[config.mk]
export PLATFORM = sky130hd
export DESIGN_NAME = ring_cal_ctrl
export DESIGN_NICKNAME = d
export VERILOG_FILES = /design/src/rtl/ring_cal_ctrl.sv
export SDC_FILE = /design/constraint.sdc
export NUM_CORES = 1
export LEC_CHECK = 0
export CORE_MARGIN = 2
export CORE_UTILIZATION = 30
export DETAILED_ROUTE_END_ITERATION = 10
export GPL_TIMING_DRIVEN = 1
export PLACE_DENSITY = 0.57
export SYNTH_ARGS = -nofsm -noshare
export SYNTH_HDL_FRONTEND = slang
export SYNTH_SLANG_ARGS = --single-unit
[constraint.sdc]
create_clock -name clk -period 23.2 [get_ports clk]
set_clock_uncertainty 0.15 [all_clocks]
set_input_delay 4.64 -clock clk [delete_from_list [all_inputs] [get_ports clk]]
set_output_delay 4.64 -clock clk [all_outputs]
set_load 0.05 [all_outputs]
[src/rtl/ring_cal_ctrl.sv]
// SAR calibration controller for the inverter-ring delay line: trials delay codes
// MSB-first, scoring each against a ring edge count taken over a fixed clk window.
module ring_cal_ctrl #(
    parameter int CODE_W     = 6,
    parameter int SETTLE_CYC = 4,
    parameter int WIN_CYC    = 64,
    parameter int DELAY_BASE = 20000,
    parameter int DELAY_STEP = 500,
    parameter int CNT_W      = 16
) (
    input  logic              clk,
    input  logic              rst,
    input  logic              start,
    input  logic [CNT_W-1:0]  target_cnt,
    input  logic              cfg_load,
    input  logic [CODE_W-1:0] cfg_code,
    input  logic [CNT_W-1:0]  ring_cnt,
    output logic              cnt_clr,
    output logic              ring_en,
    output logic [31:0]       delay_fs,
    output logic [CODE_W-1:0] code,
    output logic              busy,
    output logic              done,
    output logic              lock
);

    localparam logic [2:0] S_IDLE    = 3'd0;
    localparam logic [2:0] S_SETTLE  = 3'd1;
    localparam logic [2:0] S_MEASURE = 3'd2;
    localparam logic [2:0] S_EVAL    = 3'd3;
    localparam logic [2:0] S_DONE    = 3'd4;

    localparam int PH_W  = $clog2((WIN_CYC > SETTLE_CYC) ? WIN_CYC : SETTLE_CYC) + 1;
    localparam int BIT_W = (CODE_W > 1) ? $clog2(CODE_W) : 1;

    localparam logic [PH_W-1:0]  SET_LAST = PH_W'(SETTLE_CYC - 1);
    localparam logic [PH_W-1:0]  WIN_LAST = PH_W'(WIN_CYC - 1);
    localparam logic [BIT_W-1:0] MSB_IDX  = BIT_W'(CODE_W - 1);
    localparam logic [31:0]      BASE_FS  = 32'(DELAY_BASE);
    localparam logic [31:0]      STEP_FS  = 32'(DELAY_STEP);

    logic [2:0]        state, state_nxt;
    logic [PH_W-1:0]   ph, ph_nxt;
    logic [BIT_W-1:0]  bidx, bidx_nxt, bidx_m1;
    logic [CNT_W-1:0]  tgt, tgt_nxt;
    logic [CODE_W-1:0] code_nxt;
    logic              ring_en_nxt, lock_nxt;

    assign bidx_m1 = bidx - BIT_W'(1);

    always_comb begin
        state_nxt   = state;
        ph_nxt      = ph;
        bidx_nxt    = bidx;
        tgt_nxt     = tgt;
        code_nxt    = code;
        ring_en_nxt = ring_en;
        lock_nxt    = lock;
        case (state)
            S_IDLE: begin
                if (start) begin
                    tgt_nxt               = target_cnt;
                    bidx_nxt              = MSB_IDX;
                    code_nxt              = '0;
                    code_nxt[CODE_W-1]    = 1'b1;
                    ring_en_nxt           = 1'b1;
                    lock_nxt              = 1'b0;
                    ph_nxt                = '0;
                    state_nxt             = S_SETTLE;
                end else if (cfg_load) begin
                    code_nxt    = cfg_code;
                    ring_en_nxt = 1'b1;
                    lock_nxt    = 1'b1;
                end
            end
            S_SETTLE: begin
                if (ph == SET_LAST) begin
                    ph_nxt    = '0;
                    state_nxt = S_MEASURE;
                end else begin
                    ph_nxt = ph + PH_W'(1);
                end
            end
            S_MEASURE: begin
                if (ph == WIN_LAST) begin
                    ph_nxt    = '0;
                    state_nxt = S_EVAL;
                end else begin
                    ph_nxt = ph + PH_W'(1);
                end
            end
            S_EVAL: begin
                // Ring faster than target means delay too small: keep the trial bit.
                if (!(ring_cnt > tgt)) code_nxt[bidx] = 1'b0;
                if (bidx != '0) begin
                    bidx_nxt          = bidx_m1;
                    code_nxt[bidx_m1] = 1'b1;
                    state_nxt         = S_SETTLE;
                end else begin
                    lock_nxt  = 1'b1;
                    state_nxt = S_DONE;
                end
            end
            S_DONE:  state_nxt = S_IDLE;
            default: state_nxt = S_IDLE;
        endcase
    end

    always_ff @(posedge clk) begin
        if (rst) begin
            state    <= S_IDLE;
            ph       <= '0;
            bidx     <= '0;
            tgt      <= '0;
            code     <= '0;
            delay_fs <= BASE_FS;
            ring_en  <= 1'b0;
            lock     <= 1'b0;
        end else begin
            state    <= state_nxt;
            ph       <= ph_nxt;
            bidx     <= bidx_nxt;
            tgt      <= tgt_nxt;
            code     <= code_nxt;
            delay_fs <= BASE_FS + 32'(code_nxt) * STEP_FS;
            ring_en  <= ring_en_nxt;
            lock     <= lock_nxt;
        end
    end

    assign cnt_clr = (state != S_MEASURE);
    assign busy    = (state == S_SETTLE) || (state == S_MEASURE) || (state == S_EVAL);
    assign done    = (state == S_DONE);

endmodule

==> out/results.txt <==
sky130_fd_sc_hd__dfxtp_1 takes more of the synthesized area than any other cell. The main combinational cell family by area after synthesis was adder cells. Yosys printed 0 warnings.

In this run the cell area of the synthesized design comes to 3760 um2. The worst hold-check path type is reg2reg. The final net count was 608; the overall global routing resource usage was 13.4%. Setup violations remaining at the end of the flow were counted as 0. The setup fix buffers added after clock tree synthesis came out at 0. For the worst setup path, the data arrival time is 11,090 ps. STA puts the critical path data required time at 23,230 ps.

Yosys mapped the design onto 59 distinct sky130hd cell types. The logs give 0.00195 uW for the total leakage power and 0 for the leftover overflow at the end of global routing. The die covers 13,400 um2. In this run the core area contains 40 standard-cell rows.

The critical path in this run is classified as in2reg. After synthesis, flip-flops and latches occupy 26.1% of the total area. The initial utilization of the core area, before any placement, comes to 31.0%. Of the total synthesized cell area, the portion taken by XOR and XNOR cells is 3.96%.

After synthesis, the largest area contributor takes up 26.1% of total cell area. Clock tree synthesis inserted a total of 5 buffers. Across the run, the number of max-cap violations was 0. The flow ran to the end, and the final reports show no timing, DRC or antenna violations.

Share of power burned in combinational logic: 41.3%. The worst-case IR drop observed on VDD is 0.0000336 V. TritonCTS built the clock tree. The clock tree synthesis step divided the H-tree into 2 levels. Of the total power, registers draw 31.5%. The synthesized netlist devotes 18.4% of its cell area to compound gates. After synthesis, the share of flip-flops with an asynchronous set or reset is 0%. Number of optimization iterations in the first detailed-route pass: 4. 85 I/O pins were placed.

The core region is 12,100 um2. Headroom to the max-slew limit came out at 29.5%. After detailed routing, the average wire length per cell comes to 12.8 um. Routability-driven placement finished with a final weighted congestion of 0.883. In this run, post-CTS repair resized a total of 0 instances. Summed over all nets, the half-perimeter wirelength after detailed placement is 6.82 mm. The number of antenna violations at the first check in global routing is 0, and the cell count after synthesis is 456.

The cell area reported after detailed placement was 4480 um2. The endpoint class of the critical path was a register. For the pin with the worst max-slew slack, the measured transition is 1050 ps.

Synthesis inferred 49 register bits. The total power was 312 uW; the share of post-route cells with drive strength above 1 was 2.95%. Leading cell type by number of instances after synthesis: sky130_fd_sc_hd__dfxtp_1.

Once detail routing completed, the nets flagged for antenna violations numbered 0. Entering global routing, the biggest net connects 46 pins. Ranked by instance count, the synthesized netlist is headed by sky130_fd_sc_hd__dfxtp_1, sky130_fd_sc_hd__nand2_1, sky130_fd_sc_hd__ha_1, sky130_fd_sc_hd__inv_1, sky130_fd_sc_hd__a21oi_1.

The routed layout has 3,285 vias. Ranked by total cell area, the synthesized netlist is headed by sky130_fd_sc_hd__dfxtp_1, sky130_fd_sc_hd__ha_1, sky130_fd_sc_hd__fa_1. The run gives 0 as the count of hold buffers inserted by post-cts repair. Summing the areas of all and, or, nand and nor instances in the mapped netlist gives 18.9% of the synthesized area.

The count of flip-flops with a built-in enable after synthesis is 0, and the number of endpoints with negative hold slack in the final report is 0. Clock-pin slew was measured on the worst setup and hold paths at 70 ps. STA classifies the critical path startpoint as an input pin. For the final routed database, the setup TNS stands at 0 ps.

The run gives 133 as the initial detailed-routing violation count. Proportion of synthesized area in mux cells: 0.266%. From synthesis to final layout, the design area changed by 23.8%.

For this run, the top clock speed supported by timing is 90.4 MHz. After Yosys synthesis, full adders, half adders and majority gates account for 21.9% of the synthesized area. In this run the power spent charging and discharging nets is 116 uW. The clock tree buffer depth was 2. Setup repair after global routing left no endpoint under its margin.

The antenna diode instance count was 0; the overall die width was 116 um. The run gives 0 as the number of max-slew violations in the final report. Number of buffer cells added on primary ports: 66. The logs give 27.2% for the part of the power in the clock network and 280 ps for the worst-skew pair later-pin latency.

The tree built by TritonCTS fans out to 49 sinks. Along the worst path, the maximum fanout reaches 15. For this design the ratio of total power to cell area is 67.0 nW/um2.

From bottom edge to top edge, the die measures 116 um. In the routed design, unresolved DRC markers number 0. Dividing the detail-routed via count by the number of cells gives 4.85. Summing all non-filler instances in the final layout gives an area of 4650 um2.

After synthesis, the mean cell area works out to 8.24 um2. The internal portion of the total power is 196 uW. The tools report the sum of routed wire length over all layers as 8.69 mm. Fill cells in the final layout number 1,266.

The first global-routing pass estimated 14.7 mm of wire. The run gives 3,249 as the number of global-route vias before repair. The switching share of power works out to 37.2%.

The buffer type at the clock tree root is sky130_fd_sc_hd__clkbuf_16. The post-route clock period utilization was 47.7%. The routed design could run at a clock period as short as 11,060 ps. The commonest register cell after synthesis is sky130_fd_sc_hd__dfxtp_1.
-- state kept, by name, summed over array words and instances, names as in the netlist --
register  flops
ph            7
lock          1
delay_fs     12
ring_en       1
code          6
tgt          16
state         3
bidx          3
-- power groups by stage --
stage,Combinational (uW),Sequential [uW],Clock [uW]
2_1_floorplan,75.0,122,0
3_3_place_gp,128,99.9,0
3_5_place_dp,130,100,0
4_1_cts,130,98.3,87.3
5_1_grt,144,99.2,91.3
6_report,129,98.1,84.9
-- cells in the final DEF, fill, tap and decap left out, drive strengths merged, types with 3 or more instances in the layout --
| master | count |
|---|---|
| a22o | 4 |
| o21ai | 12 |
| nand3 | 8 |
| and3 | 3 |
| ha | 45 |
| xor2 | 8 |
| nor4b | 3 |
| a311oi | 7 |
| o211ai | 3 |
| nand4 | 3 |
| a21oi | 39 |
| dfxtp | 49 |
| or3 | 4 |
| and2 | 4 |
| nand2b | 5 |
| nand2 | 46 |
| nor2 | 28 |
| fa | 13 |
| inv | 43 |
| a22oi | 6 |
| clkbuf | 6 |
| clkdlybuf4s50 | 66 |
| nor3 | 17 |
| conb | 18 |
| xnor2 | 9 |
| a211oi | 5 |
| a21o | 7 |
| nor2b | 7 |
| a221oi | 3 |
| a31oi | 6 |
-- cell type report --
| cell class | count | area (um2) | share of cell area, % |
|---|---|---|---|
| clock buffer | 6 | 139 | 2.99 |
| clock inverter | 2 | 37.5 | 0.807 |
| inverter | 44 | 165 | 3.55 |
| multi-input combinational | 341 | 2450 | 52.7 |
| sequential | 49 | 981 | 21.1 |
| tap | 168 | 210 | 4.52 |
| timing repair buffer | 67 | 668 | 14.4 |
-- routing by layer --
metal | track usage, % | up-vias | part of all wire, %
met2 | 24.6 | 97 | 49
met4 | 3.57 | 0 | 0.79
met5 | 0 | - | 0
met3 | 1.88 | 4 | 5.8
li1 | - | 1650 | -
met1 | 16.3 | 1534 | 44
-- metrics by stage --
stage	worst slack (ps)	util [%]	hold slack [ps]	std cells
3_3_place_gp	11940	37.0	286	669
3_5_place_dp	11780	37.0	298	669
2_1_floorplan	12600	-	286	473
5_1_grt	11510	38.4	326	677
6_report	12140	38.4	306	677
4_1_cts	12080	38.4	308	677
-- cells by family (layout without fill, tap and decap cells) --
kind of cell,count (synthesis),count (layout)
AOI/OAI and AO/OA,106,106
xor gates and xnor gates,17,17
adders and majority gates,58,58
buffers and inverters,83,119
DFF,49,49
muxes,1,1
other,1,18
and+or+nand+nor,141,141
-- final timing paths --
check,start,end,slack (ps),depth (start not counted)
min reg2reg,tgt[13],tgt[13],310,2
max,ring_cnt[14],delay_fs[14],12140,20
max reg2reg,tgt[14],delay_fs[14],16560,20
min,tgt[13],tgt[13],310,2
-- critical path, cell delays in order --
cell	delay, ps
sky130_fd_sc_hd__clkdlybuf4s50_1	420
sky130_fd_sc_hd__ha_1	330
sky130_fd_sc_hd__nand4_1	150
sky130_fd_sc_hd__nor4_1	360
sky130_fd_sc_hd__a21boi_0	220
sky130_fd_sc_hd__nor3_1	70
sky130_fd_sc_hd__a21o_1	330
sky130_fd_sc_hd__a311oi_1	890
sky130_fd_sc_hd__fa_1	540
sky130_fd_sc_hd__inv_1	180
sky130_fd_sc_hd__fa_1	470
sky130_fd_sc_hd__fa_1	540
sky130_fd_sc_hd__inv_1	40
sky130_fd_sc_hd__ha_1	350
sky130_fd_sc_hd__a21o_1	240
sky130_fd_sc_hd__a22o_1	240
sky130_fd_sc_hd__a211o_1	260
sky130_fd_sc_hd__or3_1	430
sky130_fd_sc_hd__a31o_1	240
sky130_fd_sc_hd__a21o_1	140
No activity file was read; power rests on OpenSTA's default activity.
